===== src/rtl/alu_op_sequencer.sv =====
// alu_op_sequencer: runs one parsed command packet through the shared ALU.
// Payload bytes are assembled into little-endian 32-bit words and folded into an
// accumulator through the ALU start/done handshake. The 32-bit result is then
// sent LSB-first on the TX byte stream. ECHO payloads are forwarded straight to TX.
module alu_op_sequencer #(
    parameter int unsigned TIMEOUT_CYCLES = 1024,
    parameter int unsigned CNT_W          = 16
) (
    input  logic             clk,
    input  logic             rst,
    input  logic             cmd_valid_i,
    output logic             cmd_ready_o,
    input  logic [7:0]       cmd_opcode_i,
    input  logic [CNT_W-1:0] cmd_len_i,
    input  logic [7:0]       rx_data_i,
    input  logic             rx_valid_i,
    output logic             rx_ready_o,
    output logic             alu_start_o,
    output logic [7:0]       alu_op_o,
    output logic [31:0]      alu_a_o,
    output logic [31:0]      alu_b_o,
    input  logic             alu_done_i,
    input  logic [31:0]      alu_result_i,
    output logic [7:0]       tx_data_o,
    output logic             tx_valid_o,
    input  logic             tx_ready_i,
    output logic             busy_o,
    output logic             err_o
);

    localparam logic [7:0] OP_ECHO = 8'h00;
    localparam logic [7:0] OP_ADD  = 8'h01;
    localparam logic [7:0] OP_MUL  = 8'h02;
    localparam logic [7:0] OP_DIV  = 8'h03;

    typedef enum logic [2:0] {
        StIdle, StEchoFwd, StLoad, StAluReq, StAluWait, StDrain, StSend
    } state_e;

    state_e           state_q, state_d;
    logic [7:0]       opcode_q;
    logic [CNT_W-1:0] rem_q;      // payload bytes still to consume
    logic [CNT_W-1:0] words_q;    // whole words still to load
    logic [1:0]       tail_q;
    logic             first_q;    // next word seeds the accumulator
    logic             pending_q;  // a valid result waits behind DRAIN
    logic [31:0]      acc_q;
    logic [31:0]      operand_q;
    logic [23:0]      shift_q;    // first three bytes of the word being assembled
    logic [1:0]       byte_idx_q;
    logic [1:0]       tx_idx_q;
    logic [31:0]      timer_q;
    logic             err_q;

    logic             cmd_fire, rx_fire, tx_fire, word_done, timeout, known_op;
    logic [CNT_W-1:0] cmd_words;
    logic [31:0]      full_word;
    state_e           finish_st;

    assign cmd_fire  = cmd_valid_i & cmd_ready_o;
    assign rx_fire   = rx_valid_i & rx_ready_o;
    assign tx_fire   = tx_valid_o & tx_ready_i;
    assign cmd_words = cmd_len_i >> 2;
    assign known_op  = (cmd_opcode_i == OP_ADD) || (cmd_opcode_i == OP_MUL) ||
                       (cmd_opcode_i == OP_DIV);
    assign word_done = (state_q == StLoad) && rx_fire && (byte_idx_q == 2'd3);
    assign full_word = {rx_data_i, shift_q};
    assign timeout   = (state_q == StAluWait) && !alu_done_i &&
                       (timer_q == 32'(TIMEOUT_CYCLES - 1));
    // After the last word, trailing bytes must be swallowed before the result goes out
    assign finish_st = (tail_q != 2'd0) ? StDrain : StSend;

    assign alu_op_o = opcode_q;
    assign alu_a_o  = acc_q;
    assign alu_b_o  = operand_q;
    assign busy_o   = (state_q != StIdle);
    assign err_o    = err_q;

    // State register
    always_ff @(posedge clk) begin
        if (rst) state_q <= StIdle;
        else     state_q <= state_d;
    end

    // Next-state logic
    always_comb begin
        state_d = state_q;
        case (state_q)
            StIdle: begin
                if (cmd_fire) begin
                    if (cmd_opcode_i == OP_ECHO) begin
                        state_d = (cmd_len_i == '0) ? StIdle : StEchoFwd;
                    end else if (known_op) begin
                        if (cmd_words == '0) begin
                            state_d = (cmd_len_i[1:0] != 2'd0) ? StDrain : StIdle;
                        end else begin
                            state_d = StLoad;
                        end
                    end else begin
                        state_d = (cmd_len_i == '0) ? StIdle : StDrain;
                    end
                end
            end
            StEchoFwd: if (rx_fire && rem_q == CNT_W'(1)) state_d = StIdle;
            StLoad: begin
                if (word_done) begin
                    if (!first_q)                    state_d = StAluReq;
                    else if (words_q == CNT_W'(1))   state_d = finish_st;
                end
            end
            StAluReq: state_d = StAluWait;
            StAluWait: begin
                if (alu_done_i)   state_d = (words_q == '0) ? finish_st : StLoad;
                else if (timeout) state_d = StDrain;
            end
            StDrain: begin
                if (rem_q == '0 || (rx_fire && rem_q == CNT_W'(1))) begin
                    state_d = pending_q ? StSend : StIdle;
                end
            end
            StSend: if (tx_fire && tx_idx_q == 2'd3) state_d = StIdle;
            default: state_d = StIdle;
        endcase
    end

    // Handshake and data outputs decoded from the current state
    always_comb begin
        cmd_ready_o = 1'b0;
        rx_ready_o  = 1'b0;
        tx_valid_o  = 1'b0;
        tx_data_o   = 8'h00;
        alu_start_o = 1'b0;
        case (state_q)
            StIdle:    cmd_ready_o = 1'b1;
            StEchoFwd: begin
                tx_data_o  = rx_data_i;
                tx_valid_o = rx_valid_i;
                rx_ready_o = tx_ready_i;
            end
            StLoad:    rx_ready_o = 1'b1;
            StAluReq:  alu_start_o = 1'b1;
            StDrain:   rx_ready_o = (rem_q != '0);
            StSend: begin
                tx_valid_o = 1'b1;
                tx_data_o  = acc_q[{tx_idx_q, 3'b000} +: 8];
            end
            default: ;
        endcase
    end

    // Datapath: counters, word assembly, accumulator and error pulse
    always_ff @(posedge clk) begin
        if (rst) begin
            opcode_q   <= 8'h00;
            rem_q      <= '0;
            words_q    <= '0;
            tail_q     <= 2'd0;
            first_q    <= 1'b0;
            pending_q  <= 1'b0;
            acc_q      <= 32'h0;
            operand_q  <= 32'h0;
            shift_q    <= 24'h0;
            byte_idx_q <= 2'd0;
            tx_idx_q   <= 2'd0;
            timer_q    <= 32'h0;
            err_q      <= 1'b0;
        end else begin
            err_q <= 1'b0;
            case (state_q)
                StIdle: begin
                    if (cmd_fire) begin
                        opcode_q   <= cmd_opcode_i;
                        rem_q      <= cmd_len_i;
                        words_q    <= cmd_words;
                        tail_q     <= cmd_len_i[1:0];
                        first_q    <= 1'b1;
                        pending_q  <= 1'b0;
                        byte_idx_q <= 2'd0;
                        tx_idx_q   <= 2'd0;
                        err_q      <= !(known_op || cmd_opcode_i == OP_ECHO);
                    end
                end
                StEchoFwd: if (rx_fire) rem_q <= rem_q - CNT_W'(1);
                StLoad: begin
                    if (rx_fire) begin
                        rem_q      <= rem_q - CNT_W'(1);
                        byte_idx_q <= byte_idx_q + 2'd1;
                        shift_q    <= {rx_data_i, shift_q[23:8]};
                    end
                    if (word_done) begin
                        words_q <= words_q - CNT_W'(1);
                        if (first_q) begin
                            acc_q     <= full_word;
                            first_q   <= 1'b0;
                            pending_q <= (words_q == CNT_W'(1));
                        end else begin
                            operand_q <= full_word;
                        end
                    end
                end
                StAluReq: timer_q <= 32'h0;
                StAluWait: begin
                    timer_q <= timer_q + 32'd1;
                    if (alu_done_i) begin
                        acc_q     <= alu_result_i;
                        pending_q <= (words_q == '0);
                    end else if (timeout) begin
                        err_q     <= 1'b1;
                        pending_q <= 1'b0;
                    end
                end
                StDrain: if (rx_fire) rem_q <= rem_q - CNT_W'(1);
                StSend:  if (tx_fire) tx_idx_q <= tx_idx_q + 2'd1;
                default: ;
            endcase
        end
    end

endmodule


===== config.mk =====
export PLATFORM = sky130hd
export DESIGN_NAME = alu_op_sequencer
export DESIGN_NICKNAME = d
export VERILOG_FILES = /design/src/rtl/alu_op_sequencer.sv
export SDC_FILE = /design/constraint.sdc
export NUM_CORES = 1
export LEC_CHECK = 0
export CORE_ASPECT_RATIO = 0.75
export CORE_MARGIN = 4
export CORE_UTILIZATION = 51
export CTS_BUF_LIST = sky130_fd_sc_hd__clkbuf_8
export CTS_CLUSTER_DIAMETER = 200
export DETAILED_ROUTE_END_ITERATION = 10
export PLACE_DENSITY = 0.78
export SLEW_MARGIN = 40
export SYNTH_ARGS = -nofsm -noshare
export SYNTH_HDL_FRONTEND = slang
export SYNTH_SLANG_ARGS = --single-unit
export TNS_END_PERCENT = 30

===== constraint.sdc =====
create_clock -name clk -period 2.75 [get_ports clk]
set_clock_uncertainty 0.2 [all_clocks]
set_input_delay 0.6875 -clock clk [delete_from_list [all_inputs] [get_ports clk]]
set_output_delay 0.6875 -clock clk [all_outputs]
set_load 0.05 [all_outputs]

Word level (Yosys, flattened, before mapping)

Cells that the tools add are included.

Input bits: 70
Bits in registers: 172
Word-level logic and storage cells: 142

Equality and inequality tests: 26
Mux-type cells: 53
Add/sub/neg operators: 5
Bitwise gates (word level): 4
Reduce and logical (&&, ||, !) cells: 39
Shift-type cells: 1

Operator list:

| cell                  | count |
|---|---|
| $pmux 32 s2           | 2 |
| $mux 32               | 3 |
| $logic_not 16->1      | 4 |
| $mux 16               | 4 |
| $pmux 16 s2           | 2 |
| $mux 3                | 16 |
| $add 32x1->32 const B | 1 |
| $eq 16x1->1 const B   | 2 |
| $eq 32x10->1 const B  | 1 |
| $shiftx 32x6->8       | 1 |
| $sub 16x1->16 const B | 2 |
| $pmux 3 s7            | 1 |
| $ne 2x2->1 const B    | 9 |
| $eq 8x2->1 const B    | 2 |
| $pmux 8 s2            | 1 |
| $reduce_bool 16->1    | 1 |
| $reduce_and 3->1      | 5 |
| $reduce_bool 2->1     | 7 |
| $mux 1                | 13 |
| $eq 3x3->1 const B    | 3 |
| $eq 8x1->1 const B    | 1 |
| $logic_not 8->1       | 1 |
| $mux 2                | 4 |
| $pmux 2 s2            | 2 |
| 21 further kinds      | 40 |

Longest topological paths before layout

Gate-level depths: netlist of the first run.

Depth in word-level cells: 7
Mapped depth: 9
Depth with buffers taken out: 8

Least setup slack after synthesis of the first run

Ideal clock, no wire load.

Path type: flip-flop to output port
From: register state_q[0]
To: output port tx_valid_o
Data required time: 1,862 ps
Setup slack: -64 ps
Cell stages (with the launch flop): 4
Data arrival time: 1,926 ps
Cell sequence: dfxtp_1 clkbuf_1 nand2b_1 o21ai_0

Cells in the longest elaborated chain, start to end: 2

Ends and longest elaborated chain:

| what                                            | line | RTL |
|---|---|---|
| from (decl)                                     | 40   | `state_e state_q, state_d;` |
| from (signal assigned)                          | 81   | `if (rst) state_q <= StIdle;` |
| from (signal assigned)                          | 82   | `else state_q <= state_d;` |
| $eq 3x3->1 / $eq 3x1->1 (equally long branches) | 133  | `case (state_q)` |
| $pmux 1 s2 (*)                                  | 133  |  |
| to (decl)                                       | 25   | `output logic tx_valid_o,` |

Every way passes the cells marked *; elsewhere a longest branch is shown, timed or not.

Final worst setup path of the first run

From: register rem_q[11]
To: output port rx_ready_o

Cells in the longest elaborated chain, start to end: 2

Ends and longest elaborated chain:

| what                   | line | RTL |
|---|---|---|
| from (decl)            | 42   | `logic [CNT_W-1:0] rem_q;` |
| from (signal assigned) | 173  | `rem_q <= cmd_len_i;` |
| from (signal assigned) | 183  | `StEchoFwd: if (rx_fire) rem_q <= rem_q - CNT_W'(1);` |
| from (signal assigned) | 186  | `rem_q <= rem_q - CNT_W'(1);` |
| $reduce_bool 16->1     | 142  | `StDrain: rx_ready_o = (rem_q != '0);` |
| $pmux 1 s3             | 133  |  |
| to (decl)              | 17   | `output logic rx_ready_o,` |

Every way passes these cells.

==> results of run 1 <==
## placed cells by master (no fill, tap or decap), types with 5 or more instances in the layout
cell type / synthesis / layout
nor2_1: 111 / 109
clkdlybuf4s50_1: 0 / 141
a31oi_1: 5 / 5
nand2_1: 259 / 259
and3_1: 6 / 6
o21ai_1: 10 / 10
nand2b_1: 11 / 11
buf_12: 0 / 18
nand4b_1: 8 / 8
a21oi_1: 121 / 121
nor4_1: 14 / 14
a311oi_1: 38 / 38
o31ai_1: 12 / 12
nor3_1: 19 / 19
or2_2: 5 / 5
and2_1: 6 / 6
o21ai_0: 27 / 26
mux4_2: 8 / 8
dfxtp_2: 0 / 5
clkbuf_8: 0 / 18
buf_4: 1 / 57
inv_6: 0 / 6
o211ai_1: 9 / 9
mux2_2: 10 / 10
a22o_1: 10 / 10
a211oi_1: 7 / 7
inv_1: 10 / 11
o21a_1: 7 / 7
nand3_1: 13 / 13
a22oi_1: 5 / 5
ha_1: 7 / 6
nand4_1: 17 / 17
dfxtp_1: 172 / 165
or3_1: 8 / 8
## cell type report
class / count / area share [%]
Tap cell: 210 / 2.40
Multi-Input combinational cell: 817 / 41.8
Sequential cell: 172 / 31.6
Inverter: 10 / 0.343
Clock inverter: 14 / 1.21
Timing Repair Buffer: 218 / 20.4
Clock buffer: 18 / 2.27
## synth_stat cells, drive strengths merged (8+ instances only)
cell type and instances:
nand4b 8, mux2 10, nand2b 11, o21ai 38
a311oi 38, o211ai 9, inv 10, o31ai 12
a22o 10, dfxtp 172, mux4 8, nand4 17
buf 14, nor2 112, nand3 13, nand2 260
nor4 15, a21oi 121, nor3 20, or3 8
clkbuf 63
## critical path, cell delays in order (launching register included)
cell      delay (ns)
dfxtp_2         0.34
or4_4           0.54
or2_4           0.26
o211ai_1        0.17
nand2b_1        0.12
buf_12          0.16
## flip-flops by register name, indices dropped and copies added, names as in the netlist
| signal | cells |
|---|---|
| pending_q | 1 |
| words_q | 16 |
| tx_idx_q | 2 |
| timer_q | 32 |
| tail_q | 2 |
| state_q | 3 |
| alu_op_o | 8 |
| shift_q | 24 |
| alu_b_o | 32 |
| err_o | 1 |
| alu_a_o | 32 |
| byte_idx_q | 2 |
| rem_q | 16 |
| first_q | 1 |
## power by group through the flow
stage	Combinational (uW)	Clock [uW]	Sequential (uW)
2_1_floorplan	2550	0	3470
3_3_place_gp	4320	0	3180
3_5_place_dp	4400	0	3180
4_1_cts	4460	1770	3140
5_1_grt	4890	1880	3200
6_report	4530	1760	3160
## stage by stage
| stage | utilization [%] | setup TNS [ns] |
|---|---|---|
| after detailed placement | 65.4 | -1.59 |
| after floorplan | - | 0 |
| final | 68.3 | -0.200 |
| after global routing | 68.3 | -0.477 |
| after CTS | 68.0 | -0.269 |
| after global placement | 65.4 | -0.913 |
## final timing paths
path / start / endpoint / cells after the start
max: rem_q[11] / rx_ready_o / 5
min: alu_b_o[16] / alu_b_o[16] / 2
max reg2reg: rem_q[11] / rem_q[2] / 8
min reg2reg: alu_b_o[16] / alu_b_o[16] / 2
## kinds of logic (layout without fill, tap and decap cells)
kind of cell             Yosys count  count (layout)
AO/OA/AOI/OAI                    279             279
flip-flops                       172             172
AND/OR/NAND/NOR                  511             511
adder cells (fa/ha/maj)            7               7
buffers and inverters             87             260
multiplexers                      20              20
## what timing repair did
item	in CTS	in global routing
buffers inserted	1	2
resized for setup	12	7
endpoints found under the setup margin	10	10
pin swaps	4	3
gates cloned	1	0
## routing by layer
layer | share of wire [%] | wire, um
met4 | 2.0 | 518
met5 | 0 | 0
met2 | 44 | 11400
met3 | 9.0 | 2310
met1 | 45 | 11400
==> run metrics, run 1 <==
Max Cap Violations=0; GPL Wtd Cong=0.880; Post-DP Area=10500 um^2; PwrDens=864 nW/um^2; Setup crit start kind=flop; post-synth top area share=approximately 41%; Place WS=-0.219 ns; worst ir drop on vdd=499 uV; Sequential Power Share=between 30 and 40%; M2 GR Usage=between 40% and 50%; Sw Ratio=~44%; Core Rows=40; Die Area=18400 um^2; r2r setup slk=around 0.3 ns; adder-cell area share of the yosys netlist=between 1 and 1.5%; vias in the first global route=~8.0k; Power Total=9450 uW; Comb power frac=roughly 48%; GR Util All Layers=a little over a quarter; dpl hpwl=between 15000 and 20000 um; minimum clock period=2.93 ns; Slew Limit Fails=0; Starting Density=between 50% and 60%; setup violators final=4; Die Height=around 120 um; Cell Area, Synth=about 8300 um^2; sequential standard cell area=~3500 um^2; largest net degree at the start of global routing=65; largest family of logic cells by synthesized area=simple AND/OR/NAND/NOR gates; Post-Synth Simple-Gate Area=28.0%; Die X=roughly 160 um; Seq/Total Area, Yosys=approximately two fifths; later-pin clock latency in the skew report=roughly 0.47 ns; ys flop type=dfxtp_1; Worst Tran Pin Value=between 0.5 and 0.6 ns; Worst setup EP type=output pin; RSZ-0062 raised after global routing=yes; ys async rst share=0%; setup slack after layout=-0.184 ns; final hold slack=between 0.2 and 0.3 ns; CTS buffer count=17; router iterations before antenna repair=5; Hold Crit Class=flop to flop; crit path max fanout=2; H-tree lvl count=4; power share of the clock group=a little under a fifth; Post-synth EDFFs=0; clock slew at the register clock pins of the worst setup and hold paths=approximately 0.1 ns; Max Clk Rate=around 340 MHz; status=finished with violations; post-synth top area cell=dfxtp_1; worst path arrival time=2.05 ns; fillers=1324; Total Wirelength=~26000 um; Via Count=between 8k and 9k; Synth Area in Compound Gates=between 20 and 25%; failing checks=setup timing; via density per instance=roughly 5.9; Synth Net Count=around 1.2k; share of cells above drive strength 1=between 10% and 20%; Post-Syn Area per Cell=about 7.7 um^2; Post-Synth XOR/XNOR Area=0%; ANT cells=0; CP Class=flop to output pin; DR WL/cell=17.6 um; Distinct cells, synth=64; fin area=roughly 11000 um^2; Port-buffer cells=155; Clock Sinks=172; core area=16000 um^2; post-synthesis mux area share=under 10%; placed cells=1423; clock root buffer=clkbuf_8; footprint of the multi-input gates=roughly 4600 um^2; Sw Pwr=roughly 4100 uW; Synth area leaders=dfxtp_1 41%, nand2_1 12%, a21oi_1 7.3%; initial drt markers=857; Seq cells post-synth=approximately 170; Layout Nets=1313; internal power=5340 uW; initial antenna violation count=0; GR peak layer=met2; Final Cycle Share=107%; Syn Inst Count=roughly 1.1k; first-pass GRT wire length=roughly 41000 um; Final ANT Viol Nets=0; CTS tree=built; Hold Buf Count CTS=0; met1 Usage GRT=about two fifths; clock buffer depth=2; M3 GR Usage=about 7.4%; non-filler instance count after layout=1459; io pins=roughly 160; area grow syn2layout=31.4%; final hold violations=0; Ys Warns=0; Post-route DRC=0; LEAKAGE=between 0.003 and 0.004 uW; Relative slew margins=60.0%; grt total ovfl=0; critical path data required time=around 1.9 ns
No activity file was read; power rests on OpenSTA's default activity.
==> inputs of run 2 (changes only) <==
Settings changed: ABC_AREA from default to 1, REMOVE_ABC_BUFFERS from default to 1.
==> run 2 against run 1 <==
  * The run now ends clean
  * Die area is 4.0% higher
  * Non-clock buffer count is 34 lower
  * Count of clock-buffer cells in the layout is 1 lower
  * Cell area is 0.71% higher
  * Combinational power is 15% higher
  * Sequential share of layout area is 0.29 points lower
  * Maximum frequency is 8.2% higher
  * Clock power hardly changed
  * Sequential power is 10% higher
  * Total power is 11% higher
  * Largest power group unchanged
  * Wire length is 0.18% higher
  * Core utilization is 0.99 points lower
==> run metrics, run 2 <==
M1 WL=12400 um (+8.2%); Post-route DRC=0 (unchanged); most common cell after layout, fill and taps aside=nand2_1; worst reg2reg path depth=10 (+2); Ys Warns=0 (unchanged); vias in the first global route=8317 (+4.6%); Sw Pwr=5010 uW (+22%); Clock Sinks=172 (unchanged); clock buffer depth=2 (unchanged); Setup crit start kind=flop; GR Util All Layers=26.2% (-1.0 points); post-synthesis mux area share=0% (-3.8 points); largest net degree at the start of global routing=58 (-11%); Die X=159 um (+2.0%); Distinct cells, synth=42 (-34%); Comb power frac=49.9% (+1.9 points); post-synth top area cell=dfxtp_1; sequential standard cell area=3450 um^2 (-0.22%); dpl hpwl=18000 um (+0.64%); setup violators final=0 (-4); largest family of logic cells by synthesized area=simple AND/OR/NAND/NOR gates; Post-Synth Simple-Gate Area=25.6% (-2.5 points); Max Cap Violations=0 (unchanged); final hold violations=0 (unchanged); fin area=11000 um^2 (+0.71%); Port-buffer cells=155 (unchanged); area grow syn2layout=26.9%; final hold slack=0.260 ns (+0.00173 ns); Synth area leaders=dfxtp_1 40%, nand2_1 11%, o21ai_0 10%; Relative slew margins=61.2% (+1.2 points); clock slew at the register clock pins of the worst setup and hold paths=0.10 ns (about the same); Die Height=121 um (+2.0%); Layout Nets=1516 (+15%); Post-Syn Area per Cell=6.65 um^2 (-14%); ANT cells=0 (unchanged); DR WL met2=11200 um (-2.1%); worst ir drop on vdd=487 uV (-2.5%); LEAKAGE=0.00418 uW (+11%); Cell Area, Synth=8670 um^2 (+4.3%); grt total ovfl=0 (unchanged); later-pin clock latency in the skew report=0.48 ns (about the same); r2r setup slk=0.36 ns (+0.06 ns); placed cells=1626 (+14%); worst path arrival time=1.82 ns (-0.23 ns); io pins=156 (unchanged); Final Cycle Share=98.6% (-8.1 points); Via Count=9295 (+7.8%); GPL Wtd Cong=0.886 (+0.66%); core area=16400 um^2 (+2.2%); Synth Area in Compound Gates=23.8% (+2.2 points); initial antenna violation count=0 (unchanged); WL met3=1780 um (-23%); Total Wirelength=25700 um (+0.18%); ys async rst share=0% (unchanged); PwrDens=949 nW/um^2 (+9.9%); footprint of the multi-input gates=4440 um^2 (-2.8%); Worst Tran Pin Value=0.578 ns (-0.0215 ns); via density per instance=5.60 (-5.3%); H-tree lvl count=4 (unchanged); Post-synth EDFFs=0 (unchanged); fillers=1483 (+12%); Synth top cells by count=264 x nand2_1, 178 x o21ai_0, 172 x dfxtp_1; internal power=5450 uW (+2.0%); power share of the clock group=16.7% (-1.9 points); share of cells above drive strength 1=7.44% (-5.0 points); Final ANT Viol Nets=0 (unchanged); adder-cell area share of the yosys netlist=1.01% (-0.043 points); Starting Density=53.0% (+1.1 points); Max Clk Rate=369 MHz (+8.2%); critical path data required time=1.86 ns (about the same); hold depth=2 (unchanged); Syn Inst Count=1305 (+21%); RSZ-0062 raised after global routing=yes; minimum clock period=2.71 ns (-0.223 ns); Post-DP Area=10600 um^2 (+0.74%); CTS tree=built; CP Class=flop to output pin; Slew Limit Fails=0 (unchanged); Core Rows=40 (unchanged); Post-Synth XOR/XNOR Area=0.404% (+0.40 points); clock root buffer=clkbuf_8; Sw Ratio=47.9% (+4.4 points); Worst setup EP type=output pin; CTS buffer count=17 (unchanged); post-synth top area share=39.7% (-1.7 points); status=finished, final reports clean; initial drt markers=977 (+14%); Power Total=10500 uW (+11%); ys flop type=dfxtp_1; router iterations before antenna repair=5 (unchanged); most common cell in the netlist=nand2_1; DR WL/cell=15.5 um (-12%); Sequential Power Share=33.4% (about the same); Top Layer Used=met4; crit path max fanout=6 (+4); most frequent cells in the layout=262 x nand2_1, 177 x o21ai_0, 169 x dfxtp_1; non-filler instance count after layout=1661 (+14%); Seq/Total Area, Yosys=39.7% (-1.7 points); Die Area=19200 um^2 (+4.0%); first-pass GRT wire length=41200 um (+0.79%); Hold Crit Class=flop to flop; Seq cells post-synth=172 (unchanged)
run 2: changes by cell type in the layout (fill, tap and decap cells not counted), moves of 32 or more:
| cell | change |
|---|---|
| o21ai_0 | +151 |
| nor2_1 | +32 |
| nand3_1 | +51 |
| a311oi_1 | -37 |
| inv_1 | +119 |
| buf_4 | -34 |
run 2: stage by stage:
step                      setup WS (ns)  setup TNS (ns)  util (%)
after global placement            0.144               0      64.5
after detailed placement         0.0903               0      64.5
final                            0.0388               0      67.3
after floorplan                  -0.370          -14.88         -
after global routing            -0.0394          -0.146      67.3
after CTS                       0.00227               0      66.9
run 2: cell families (layout without fill, tap and decap cells):
logic type / after synthesis / after routing
fa+ha+maj: 7 / 7
flops: 172 / 172
compound gates: 380 / 380
xor+xnor: 4 / 4
simple gates: 533 / 533
buf+inv: 209 / 355
run 2: area by class of cell:
type | count | area share (%)
clock inverter | 14 | 1.31
multi-input combinational | 924 | 40.3
inverter | 140 | 4.82
timing repair buffer | 184 | 17.7
clock buffer | 17 | 2.12
tap | 210 | 2.39
sequential | 172 | 31.3
run 2: power by group through the flow:
stage          sequential [uW]  combinational (uW)  clock (uW)
4_1_cts                   3460                5110        1770
2_1_floorplan             4200                2610           0
3_3_place_gp              3500                4980           0
6_report                  3490                5220        1750
3_5_place_dp              3500                5070           0
5_1_grt                   3550                5710        1880
run 2: final timing paths:
| kind | from | to |
|---|---|---|
| max | state_q[1] | tx_data_o[1] |
| min reg2reg | tail_q[1] | tail_q[1] |
| min | tail_q[1] | tail_q[1] |
| max reg2reg | timer_q[0] | timer_q[22] |
run 2: what timing repair did:
| action | 4_1_cts | 5_1_grt |
|---|---|---|
| hold buffers | 0 | 0 |
| buffers inserted | 0 | 3 |
| setup endpoints to repair | 8 | 10 |
| cloned | 0 | 1 |
| pin swaps | 0 | 1 |
| resized for setup | 7 | 15 |
run 2: routing by layer:
metal	up-vias	GRT usage, %
li1	4637	-
met1	4281	38.3
met2	345	39.5
met3	32	4.99
met4	0	6.45
met5	-	0
run 2: worst max-delay path: stages (launching register included):
cell     delay (ns)
dfxtp_2        0.36
inv_2          0.07
nor2_2         0.13
inv_1          0.09
nor2_4         0.13
buf_6          0.16
a32o_1         0.24
buf_12         0.15
==> inputs of run 3 (changes only) <==
Settings changed: CELL_PAD_IN_SITES_DETAIL_PLACEMENT from default to 1, CELL_PAD_IN_SITES_GLOBAL_PLACEMENT from default to 1, CORE_UTILIZATION 51 to 38, PLACE_DENSITY 0.78 to default, PLACE_DENSITY_LB_ADDON from default to 0.1.
==> run 3 against run 2 <==
  * Critical path depth decreased by 3
  * Total power increased by 2.5%
  * Hold slack improved by 0.0031 ns
  * Clock power increased by 3%
  * Largest cell class unchanged
==> run metrics, run 3 (synthesis results as in run 2) <==
status=finished, final reports clean; critical path data required time=1.86 ns (about the same); Setup crit start kind=input port; dpl hpwl=21200 um (+18%); io pins=156 (unchanged); Max Cap Violations=0 (unchanged); RSZ-0062 raised after global routing=yes; later-pin clock latency in the skew report=0.50 ns (+0.02 ns); area grow syn2layout=28.7%; non-filler instance count after layout=1748 (+5.2%); grt total ovfl=0 (unchanged); footprint of the multi-input gates=4470 um^2 (+0.56%); CTS tree=built; Place WS=0.0542 ns (-0.0361 ns); clock buffer depth=2 (unchanged); Max Clk Rate=371 MHz (+0.65%); Worst setup EP type=output pin; clock root buffer=clkbuf_8; largest net degree at the start of global routing=92 (+59%); slowest CP cell=clkdlybuf4s50_1; Slew Limit Fails=0 (unchanged); Starting Density=39.0% (-14 points); fillers=2867 (+93%); Final ANT Viol Nets=0 (unchanged); worst ir drop on vdd=390 uV (-20%); GPL Wtd Cong=0.846 (-4.5%); via density per instance=5.32 (-4.9%); most common cell after layout, fill and taps aside=nand2_1; sequential standard cell area=3450 um^2 (about the same); initial antenna violation count=1 (+1); initial drt markers=459 (-53%); Die X=182 um (+15%); Final Cycle Share=98.0% (-0.64 points); Top Layer Used=met5; ANT cells=0 (unchanged); Power Total=10700 uW (+2.5%); router iterations before antenna repair=5 (unchanged); minimum clock period=2.69 ns (-0.0176 ns); Via Count=9304 (+0.097%); share of cells above drive strength 1=7.98% (+0.53 points); WL met3=1290 um (-27%); Clock Sinks=172 (unchanged); H-tree lvl count=4 (unchanged); Hold Buf Count CTS=0 (unchanged); setup slack after layout=0.0563 ns (+0.0176 ns); Hold Crit Class=flop to flop; GR Util All Layers=23.4% (-2.8 points); Total Wirelength=30100 um (+17%); first-pass GRT wire length=49000 um (+19%); crit path max fanout=3 (-3); core area=22200 um^2 (+36%); Port-buffer cells=155 (unchanged); DR WL/cell=17.2 um (+11%); Core Rows=47 (+18%); CP peak stage delay=0.51 ns (+0.15 ns); final hold violations=0 (unchanged); M1 WL=14900 um (+20%); Post-route DRC=0 (unchanged); worst path arrival time=1.81 ns (about the same); Die Height=139 um (+15%); critical-path cell list=clkdlybuf4s50_1, inv_1, o21ai_0, buf_12; CP Class=input port to output pin; clock slew at the register clock pins of the worst setup and hold paths=0.09 ns (about the same); most frequent cells in the layout=261 x nand2_1, 178 x o21ai_0, 169 x dfxtp_1; PwrDens=960 nW/um^2 (+1.1%); Worst Tran Pin Value=0.591 ns (+0.0128 ns); setup violators final=0 (unchanged); Relative slew margins=60.4% (-0.86 points); final hold slack=0.263 ns (+0.00309 ns); DR WL met2=13500 um (+21%); Layout Nets=1518 (+0.13%); LEAKAGE=0.00421 uW (+0.70%); CTS buffer count=17 (unchanged); placed cells=1712 (+5.3%); vias in the first global route=9244 (+11%); Die Area=25300 um^2 (+32%)
run 3: cell types whose count changed in the layout (fill, tap and decap cells not counted), moves of 2 or more:
cell / previous run / this run
a32o_2: 1 / 4
clkinv_2: 1 / 4
buf_6: 3 / 1
clkinvlp_4: 2 / 4
clkbuf_8: 17 / 20
inv_6: 6 / 1
nor2_2: 5 / 8
clkinv_8: 2 / 0
buf_4: 23 / 26
a32o_1: 6 / 3
nor2_1: 141 / 138
inv_8: 3 / 1
run 3: layout make-up:
type | instances | share of cell area, %
well taps | 294 | 3.30
inverters | 140 | 4.74
clock inverters | 12 | 1.01
multi-input cells | 924 | 40.0
repair buffers | 186 | 17.6
flip-flops and latches | 172 | 30.9
clock buffers | 20 | 2.47
run 3: worst max-delay path: cells and delay by family:
family                 cells  cell delay (ns)
buffers and inverters      3             0.79
AOI/OAI and AO/OA          1             0.34
run 3: through the flow:
stage / utilization, % / cell area [um^2] / setup TNS, ns
floorplan: - / 8370 / -14.88
global placement: 48.0 / 10700 / 0
detailed placement: 48.0 / 10700 / 0
CTS: 49.9 / 11100 / 0
global route: 50.2 / 11200 / -0.106
finish: 50.2 / 11200 / 0
run 3: path summary, 6_finish.rpt:
check,from,to,slack (ns),cells after the start
worst max register to register,timer_q[0],timer_q[24],0.40,8
worst max-delay path,rx_data_i[6],tx_data_o[6],0.06,4
worst min register to register,tail_q[1],tail_q[1],0.26,2
worst min-delay path,tail_q[1],tail_q[1],0.26,2
run 3: repair_timing:
item | in CTS | in global routing
pin swaps | 1 | 1
gates resized for setup | 12 | 14
endpoints found under the setup margin | 8 | 9
setup buffers | 2 | 2
run 3: per-layer routing:
metal | vias up | global-route usage (%)
met5 | - | 0
met2 | 184 | 36.4
li1 | 4626 | -
met3 | 29 | 4.46
met1 | 4463 | 33.5
met4 | 2 | 5.72
run 3: power breakdown:
part	switching (uW)	total [uW]	internal, uW	leakage [uW]
registers	468	3500	3030	0.00140
clock network	1020	1810	793	0.000189
logic	3640	5400	1760	0.00262
